File: config.mk
export PLATFORM = sky130hd
export DESIGN_NAME = cdb_arbiter
export DESIGN_NICKNAME = d
export VERILOG_FILES = /design/src/rtl/tomasulo_pkg.sv /design/src/rtl/rr_pick.sv /design/src/rtl/cdb_arbiter.sv
export SDC_FILE = /design/constraint.sdc
export NUM_CORES = 1
export LEC_CHECK = 0
export BUFFER_PORTS_ARGS = -buffer_cell sky130_fd_sc_hd__clkbuf_2
export CELL_PAD_IN_SITES_DETAIL_PLACEMENT = 1
export CELL_PAD_IN_SITES_GLOBAL_PLACEMENT = 2
export CORE_MARGIN = 1.5
export CORE_UTILIZATION = 21
export CTS_BUF_LIST = sky130_fd_sc_hd__clkbuf_8
export CTS_CLUSTER_SIZE = 12
export DETAILED_ROUTE_END_ITERATION = 8
export GPL_ROUTABILITY_DRIVEN = 0
export PLACE_DENSITY_LB_ADDON = 0.12
export RECOVER_POWER = 25
export SETUP_SLACK_MARGIN = 0.3
export SYNTH_ARGS = -nofsm -noshare
export SYNTH_HDL_FRONTEND = slang
export SYNTH_HIERARCHICAL = 1
export SYNTH_SLANG_ARGS = --single-unit
File: constraint.sdc
create_clock -name Clock -period 2.3 [get_ports Clock]
set_input_delay 0.345 -clock Clock [delete_from_list [all_inputs] [get_ports Clock]]
set_output_delay 0.345 -clock Clock [all_outputs]
set_load 0.01 [all_outputs]
File: src/rtl/tomasulo_pkg.sv
// Constants shared by the Tomasulo blocks: bus widths, the idle-bus marker and
// the station-to-tag numbering used by registrador and res_station_R.
package tomasulo_pkg;

  localparam int DATA_W = 16;
  localparam int TAG_W  = 3;

  localparam logic [15:0]      SEM_VALOR = 16'hFFF0;
  localparam logic [TAG_W-1:0] TAG_NONE  = '0;

  // Station i owns tag i+1 so that tag 0 can mean "no producer".
  function automatic int unsigned tag_of(input int unsigned idx);
    return idx + 1;
  endfunction

endpackage

File: src/rtl/rr_pick.sv
// Round-robin picker: rotates the eligible mask so index ptr sits at bit 0,
// priority-encodes the lowest set bit, then rotates the result back.
module rr_pick #(
  parameter int N     = 4,
  parameter int PTR_W = 2
) (
  input  logic [N-1:0]     eligible,
  input  logic [PTR_W-1:0] ptr,
  output logic             any,
  output logic [PTR_W-1:0] winner
);

  logic [N-1:0]     rotated;
  logic [PTR_W-1:0] offset;
  logic [PTR_W:0]   sum;

  always_comb begin
    rotated = N'({eligible, eligible} >> ptr);
    offset  = '0;
    for (int i = N - 1; i >= 0; i--) begin
      if (rotated[i]) offset = PTR_W'(i);
    end
    // ptr + offset can exceed N-1 when N is not a power of two, so wrap explicitly.
    sum    = {1'b0, ptr} + {1'b0, offset};
    winner = (32'(sum) >= 32'(N)) ? PTR_W'(32'(sum) - 32'(N)) : sum[PTR_W-1:0];
  end

  assign any = |eligible;

endmodule

File: src/rtl/cdb_arbiter.sv
// Common Data Bus arbiter: picks one finished reservation station per cycle
// round-robin and drives its tag/result on the registered CDB pair.
module cdb_arbiter #(
  parameter int N_RS   = 4,
  parameter int DATA_W = tomasulo_pkg::DATA_W,
  parameter int TAG_W  = tomasulo_pkg::TAG_W
) (
  input  logic                   Clock,
  input  logic                   Reset,
  input  logic                   Flush,
  input  logic [N_RS-1:0]        Req,
  input  logic [N_RS*DATA_W-1:0] Result,
  output logic [N_RS-1:0]        Grant,
  output logic                   CDB_Valid,
  output logic [TAG_W-1:0]       Qi_CDB,
  output logic [DATA_W-1:0]      CDB
);

  import tomasulo_pkg::SEM_VALOR;
  import tomasulo_pkg::TAG_NONE;
  import tomasulo_pkg::tag_of;

  localparam int                PTR_W    = (N_RS > 1) ? $clog2(N_RS) : 1;
  localparam logic [PTR_W-1:0]  LAST_IDX = PTR_W'(N_RS - 1);
  localparam logic [DATA_W-1:0] CDB_IDLE = DATA_W'(SEM_VALOR);
  localparam logic [TAG_W-1:0]  QI_IDLE  = TAG_W'(TAG_NONE);

  if (N_RS > (2 ** TAG_W) - 1) begin : g_tag_range_check
    $error("cdb_arbiter: N_RS=%0d stations need more tags than TAG_W=%0d provides", N_RS, TAG_W);
  end

  logic [N_RS-1:0]   grant_reg, grant_next;
  logic              valid_reg, valid_next;
  logic [TAG_W-1:0]  qi_reg, qi_next;
  logic [DATA_W-1:0] cdb_reg, cdb_next;
  logic [PTR_W-1:0]  ptr_reg, ptr_next;

  logic [N_RS-1:0]   eligible;
  logic              any;
  logic [PTR_W-1:0]  winner;
  logic [DATA_W-1:0] result_arr [N_RS];

  for (genvar gi = 0; gi < N_RS; gi++) begin : g_result_unpack
    assign result_arr[gi] = Result[gi*DATA_W +: DATA_W];
  end

  // The station on the bus right now may still hold Req this cycle; mask it.
  assign eligible = Req & ~grant_reg;

  rr_pick #(
    .N     (N_RS),
    .PTR_W (PTR_W)
  ) u_rr_pick (
    .eligible (eligible),
    .ptr      (ptr_reg),
    .any      (any),
    .winner   (winner)
  );

  always_comb begin
    grant_next = '0;
    valid_next = 1'b0;
    qi_next    = QI_IDLE;
    cdb_next   = CDB_IDLE;
    ptr_next   = ptr_reg;
    if (Flush) begin
      ptr_next = '0;
    end else if (any) begin
      grant_next = N_RS'(1) << winner;
      valid_next = 1'b1;
      qi_next    = TAG_W'(tag_of(32'(winner)));
      cdb_next   = result_arr[winner];
      ptr_next   = (winner == LAST_IDX) ? '0 : winner + 1'b1;
    end
  end

  always_ff @(posedge Clock) begin
    if (!Reset) begin
      grant_reg <= '0;
      valid_reg <= 1'b0;
      qi_reg    <= QI_IDLE;
      cdb_reg   <= CDB_IDLE;
      ptr_reg   <= '0;
    end else begin
      grant_reg <= grant_next;
      valid_reg <= valid_next;
      qi_reg    <= qi_next;
      cdb_reg   <= cdb_next;
      ptr_reg   <= ptr_next;
    end
  end

  assign Grant     = grant_reg;
  assign CDB_Valid = valid_reg;
  assign Qi_CDB    = qi_reg;
  assign CDB       = cdb_reg;

endmodule

[Word level (Yosys, flattened, before mapping)]
Index checks and enable logic that the tools add are counted.
Word-level totals
  bits in registers: 26
  input port bits: 71
Cells by class
  equal/unequal tests: 1
  shift-type cells: 2
  reduce and logical (&&, ||, !) cells: 3
  muxes and demuxes: 10
  order comparisons: 2
  add/sub/neg operators: 4
  bitwise gates (word level): 5
Operators with widths (count)
  $bmux W16 S2: 1
  $mux W16: 2
  $mux W2: 6
  $shr A8 B2 Y4: 1
  $ge A3 B3 Y1 const B: 2
  $and A4 B4 Y4: 1
  $not A4 Y4: 1
  $reduce_or A4 Y1: 1
  $shl A1 B2 Y4 const A: 1
  $add A2 B1 Y3 const B: 1
  $add A2 B2 Y3: 1
  $not A2 Y3: 1
  $reduce_or A3 Y1: 1
  $add A2 B1 Y2 const B: 1
  $eq A2 B2 Y1 const B: 1
  $not A1 Y1: 2
  $reduce_or A2 Y1: 1
  $sub A2 B1 Y2 const B: 1
  $mux W1: 1

[Logic depth before layout (Yosys ltp)]
  depth in word-level cells: 14
  depth in mapped cells: 12
  gate-level depth less buffers: 11

[Hierarchy]
The synthesis kept the hierarchy.
By module, submodules not included
  cdb_arbiter: area each 1169.9 µm², sequential area each 520.5 µm², times used 1, cells an instance 99
  rr_pick: area each 178.9 µm², sequential area each 0.0 µm², times used 1, cells an instance 27

[Worst setup path before layout]
Ideal clock, no wire load.
  path kind: input to register
  from: input Req[2]
  to: register cdb_reg[10], in the netlist CDB[10]
  data arrival time: 2.250 ns
  setup time: 0.126 ns
  buffers on the path: 2
  stages: 12
  setup slack: -0.077 ns
  cell sequence: nor2b_1 -> nor2_1 -> nor3_1 -> a21oi_1 -> o211ai_1 -> ha_1 -> xor2_1 -> xnor2_1 -> buf_2 -> and4b_1 -> buf_2 -> a22oi_1
Between the ends
  longest elaborated chain between the ends: 13
  elaborated cells between the ends (all ways): 17
RTL lines
  start: declaration: line cdb_arbiter.sv:11  | input logic [N_RS-1:0] Req,
  $and A4 B4 Y4 *: line cdb_arbiter.sv:48  | assign eligible = Req & ~grant_reg;
  $shr A8 B2 Y4 *: line rr_pick.sv:18  | rotated = N'({eligible, eligible} >> ptr);
  $mux W2 (3 in a row): line rr_pick.sv:21  | if (rotated[i]) offset = PTR_W'(i);
  $mux W2 *: line rr_pick.sv:21
  $add A2 B2 Y3 *: line rr_pick.sv:24  | sum = {1'b0, ptr} + {1'b0, offset};
  $ge A3 B3 Y1 / $sub A2 B1 Y2 (equally long branches): line rr_pick.sv:25  | winner = (32'(sum) >= 32'(N)) ? PTR_W'(32'(sum) - 32'(N)) : sum[PTR_W-1:0];
  $mux W2 *: line rr_pick.sv:25
  net winner[1]: line cdb_arbiter.sv:40  | logic [PTR_W-1:0] winner;
  $not A2 Y3 (implied by the code) *: line cdb_arbiter.sv:72  | cdb_next = result_arr[winner];
  $bmux W16 S2 *: line cdb_arbiter.sv:72
  $mux W16 (implied by the code) * (2 in a row): line cdb_arbiter.sv:72
  end signal: assignment: line cdb_arbiter.sv:88  | cdb_reg <= cdb_next;
  end: declaration: line cdb_arbiter.sv:35  | logic [DATA_W-1:0] cdb_reg, cdb_next;
Mark *: on every way through the listed nets, which the timed path passes. The rest lies on a longest branch. The select of a mux whose other input is x is not followed.
A chain may end at the register's enable or synchronous reset.

[Worst setup path in the final report]
  from: register grant_reg[1], in the netlist Grant[1]
  to: register ptr_reg[0]
Between the ends
  longest elaborated chain between the ends: 12
  elaborated cells between the ends (all ways): 15
RTL lines
  start: declaration: line cdb_arbiter.sv:32  | logic [N_RS-1:0] grant_reg, grant_next;
  start signal: assignment: line cdb_arbiter.sv:85  | grant_reg <= grant_next;
  $not A4 Y4 *: line cdb_arbiter.sv:48
  $and A4 B4 Y4 *: line cdb_arbiter.sv:48
  net eligible[1]: line cdb_arbiter.sv:38  | logic [N_RS-1:0] eligible;
  $shr A8 B2 Y4 *: line rr_pick.sv:18
  $mux W2 (3 in a row): line rr_pick.sv:21
  $mux W2 *: line rr_pick.sv:21
  $add A2 B2 Y3 *: line rr_pick.sv:24
  $ge A3 B3 Y1 / $sub A2 B1 Y2 (equally long branches): line rr_pick.sv:25
  $mux W2 *: line rr_pick.sv:25
  net winner[1]: line cdb_arbiter.sv:40
  $eq A2 B2 Y1 *: line cdb_arbiter.sv:73  | ptr_next = (winner == LAST_IDX) ? '0 : winner + 1'b1;
  $mux W2 *: line cdb_arbiter.sv:73
  end signal: assignment: line cdb_arbiter.sv:89  | ptr_reg <= ptr_next;
  end: declaration: line cdb_arbiter.sv:36  | logic [PTR_W-1:0] ptr_reg, ptr_next;
Mark *: on every way through the listed nets, which the timed path passes. The rest lies on a longest branch.

==> results.tsv <==
metric	value	unit
Core Util, Final	36.16	%
net switching power	1087	uW
nature of the critical path startpoint	register	
switch share	37.33	%
Post-DP HPWL	3589	um
first-pass GRT wire length	7189	um
Via density	4.505	
sequential share of the synthesized area	38.59	%
Rows	29	
Initial Util	21.49	%
worst setup path class	reg -> reg	
max-slew violation count	0	
Routed Antenna Nets	0	
core area	6277	um2
Worst EP arrival	2.50	ns
initial antenna violation count	0	
leak pwr	0.001071	uW
VDD IR max	0.5427	mV
layout cells sized above 1	63.79	%
clk_skew	0.001408	ns
Clk Latency, worst-skew pair	0.27	ns
CTS tree	yes	
Int Power	1824	uW
GRT Residual Overflow	0	
Post-synth ARST share	0	%
max FFs per register	16	
Reg area	524.3	um2
die area	6912	um2
Worst Path Required	2.51	ns
most frequent cells in the layout	86 x clkbuf_2, 26 x mux2i_1, 23 x dfxtp_1	
fmax	437.2	MHz
clk sinks	26	
relative max-transition margin	78.50	%
Die Height	83.14	um
ant diodes	0	
syn_area_per_cell	10.70	um2
Top Ports	95	
logic gate share of total power	63.6	%
CTS Root Buffer Type	clkbuf_8	
port bufs	94	
CP endpoint kind	register	
Sequential Power Share	23.2	%
Pwr Density	1283	nW/um2
most common cell after layout, fill and taps aside	clkbuf_2	
Vias	1392	
Warnings, synthesis	6	
Netlist cell types	31	
Post-Synthesis Cell Area	1349	um2
final hold vios	0	
DRC viols	0	
nets	306	
Hold Slack	0.3552	ns
Clock Path Buffers	2	
Routed WL	4361	um
syn nets	199	
GRT Total Usage	12.63	%
die width	83.14	um
H-tree depth	1	
Area Overhead vs Synth	68.27	%
total CTS buffers	3	
wire per inst	14.11	um
vias in the first global route	1546	
pin count of the biggest net entering global routing	24	
RSZ-0062 raised after global routing	true	
Pre-antenna DRT Iters	3	
Setup Viol. Count Final	0	
Main synth FF type	dfxtp_1	
#FFs+latches synth	26	
# Max-Cap Violations	0	
Syn Inst Count	126	
Clock power frac	13.2	%
status	finished clean	
hold depth	3	
HP Class	in -> reg	
First DRT Iteration DRCs	32	
Post-synth EDFFs	0	
CP Max Fanout	5	
worst-case reg-to-reg path depth	11	
final worst path period need	2.287	ns
Final period util	99.45	%
Multi-input gate area	927.1	um2
worst slew pin tran	0.3219	ns
Clock transition at path regs	0.09	ns
FILL cells	746	
-- kinds of logic (layout without fill, tap and decap cells) --
| kind of cell | count (synthesis) | count (layout) | synth area share (%) |
|---|---|---|---|
| multiplexers | 30 | 30 | 25.97 |
| XOR/XNOR | 2 | 2 | 1.299 |
| buffers and inverters | 10 | 116 | 4.824 |
| AND/OR/NAND/NOR | 36 | 36 | 16.61 |
| AO/OA/AOI/OAI | 20 | 20 | 10.85 |
| adder cells (fa/ha/maj) | 2 | 2 | 1.855 |
| flip-flops | 26 | 26 | 38.59 |
-- power by group through the flow --
| stage | clock [uW] | sequential, uW | combinational, uW |
|---|---|---|---|
| after global placement | 0 | 682 | 1570 |
| after CTS | 399 | 681 | 1680 |
| final | 385 | 676 | 1850 |
| after floorplan | 0 | 736 | 1090 |
| after global routing | 423 | 697 | 2010 |
| after detailed placement | 0 | 688 | 1620 |
-- synth_stat cells (2+ instances only) --
master | instances | area, um2
nand2b_1 | 4 | 25.02
ha_1 | 2 | 25.02
inv_1 | 2 | 7.510
nor2_1 | 5 | 18.77
mux4_2 | 4 | 90.09
nand3b_1 | 2 | 15.01
a21oi_1 | 3 | 15.01
buf_2 | 4 | 20.02
buf_6 | 2 | 22.52
buf_4 | 2 | 15.01
mux2i_1 | 26 | 260.3
nand2_1 | 2 | 7.510
a22oi_1 | 12 | 90.09
nor2b_1 | 4 | 25.02
nor3b_1 | 4 | 30.03
dfxtp_1 | 26 | 520.5
nor3_1 | 3 | 15.01
and2_1 | 6 | 37.54
-- final cells by class --
cell class                 count  area share, %
tap                           77          4.245
clock inverter                 1          1.323
inverter                       2         0.3308
multi-input combinational     90          40.85
timing repair buffer         110          28.34
sequential                    26          23.10
clock buffer                   3          1.819
-- routing by layer --
| layer | vias up | wire length, um | track usage [%] |
|---|---|---|---|
| li1 | 675 | - | - |
| met4 | 0 | 36 | 3.182 |
| met5 | - | 0 | 0 |
| met3 | 5 | 302 | 2.883 |
| met1 | 659 | 1739 | 15.10 |
| met2 | 53 | 2284 | 22.76 |
-- critical path, cell delays in order (launching register included) --
cell,delay [ns]
dfxtp_2,0.35
nor2b_4,0.16
inv_2,0.07
nor3_2,0.10
a31oi_1,0.06
o211ai_1,0.29
ha_4,0.19
xor2_2,0.17
xnor2_2,0.13
ha_2,0.21
or3b_1,0.35
a21oi_1,0.15
-- path summary, 6_finish.rpt --
kind                           startpoint                      end  slack [ns]
setup / recovery      Grant[1]$_SDFF_PP0_  ptr_reg[0]$_SDFFE_PP0P_        0.01
hold / removal                      Reset  ptr_reg[0]$_SDFFE_PP0P_        0.36
setup reg to reg      Grant[1]$_SDFF_PP0_  ptr_reg[0]$_SDFFE_PP0P_        0.01
hold reg to reg   ptr_reg[0]$_SDFFE_PP0P_  ptr_reg[0]$_SDFFE_PP0P_        0.76
-- stage by stage --
stage	total power, uW	instance area [um2]	cells	setup TNS, ns	setup WS (ns)
after floorplan	1826	1403	126	0	0.1309
after global placement	2253	2043	303	-1.124	-0.1154
after detailed placement	2303	2043	303	-1.748	-0.1860
after CTS	2756	2150	307	0	0.03136
after global routing	3128	2270	309	-1.218	-0.1188
final	2911	2270	309	0	0.01259
-- timing repair --
| action | CTS | global route |
|---|---|---|
| cloned | 0 | 1 |
| gates resized for setup | 11 | 21 |
| endpoints found under the setup margin | 23 | 24 |
| pin swaps | 0 | 10 |
| buffers inserted | 0 | 1 |
| hold buffers | 0 | 0 |
Note: power is estimated with default switching activity, not from simulation.
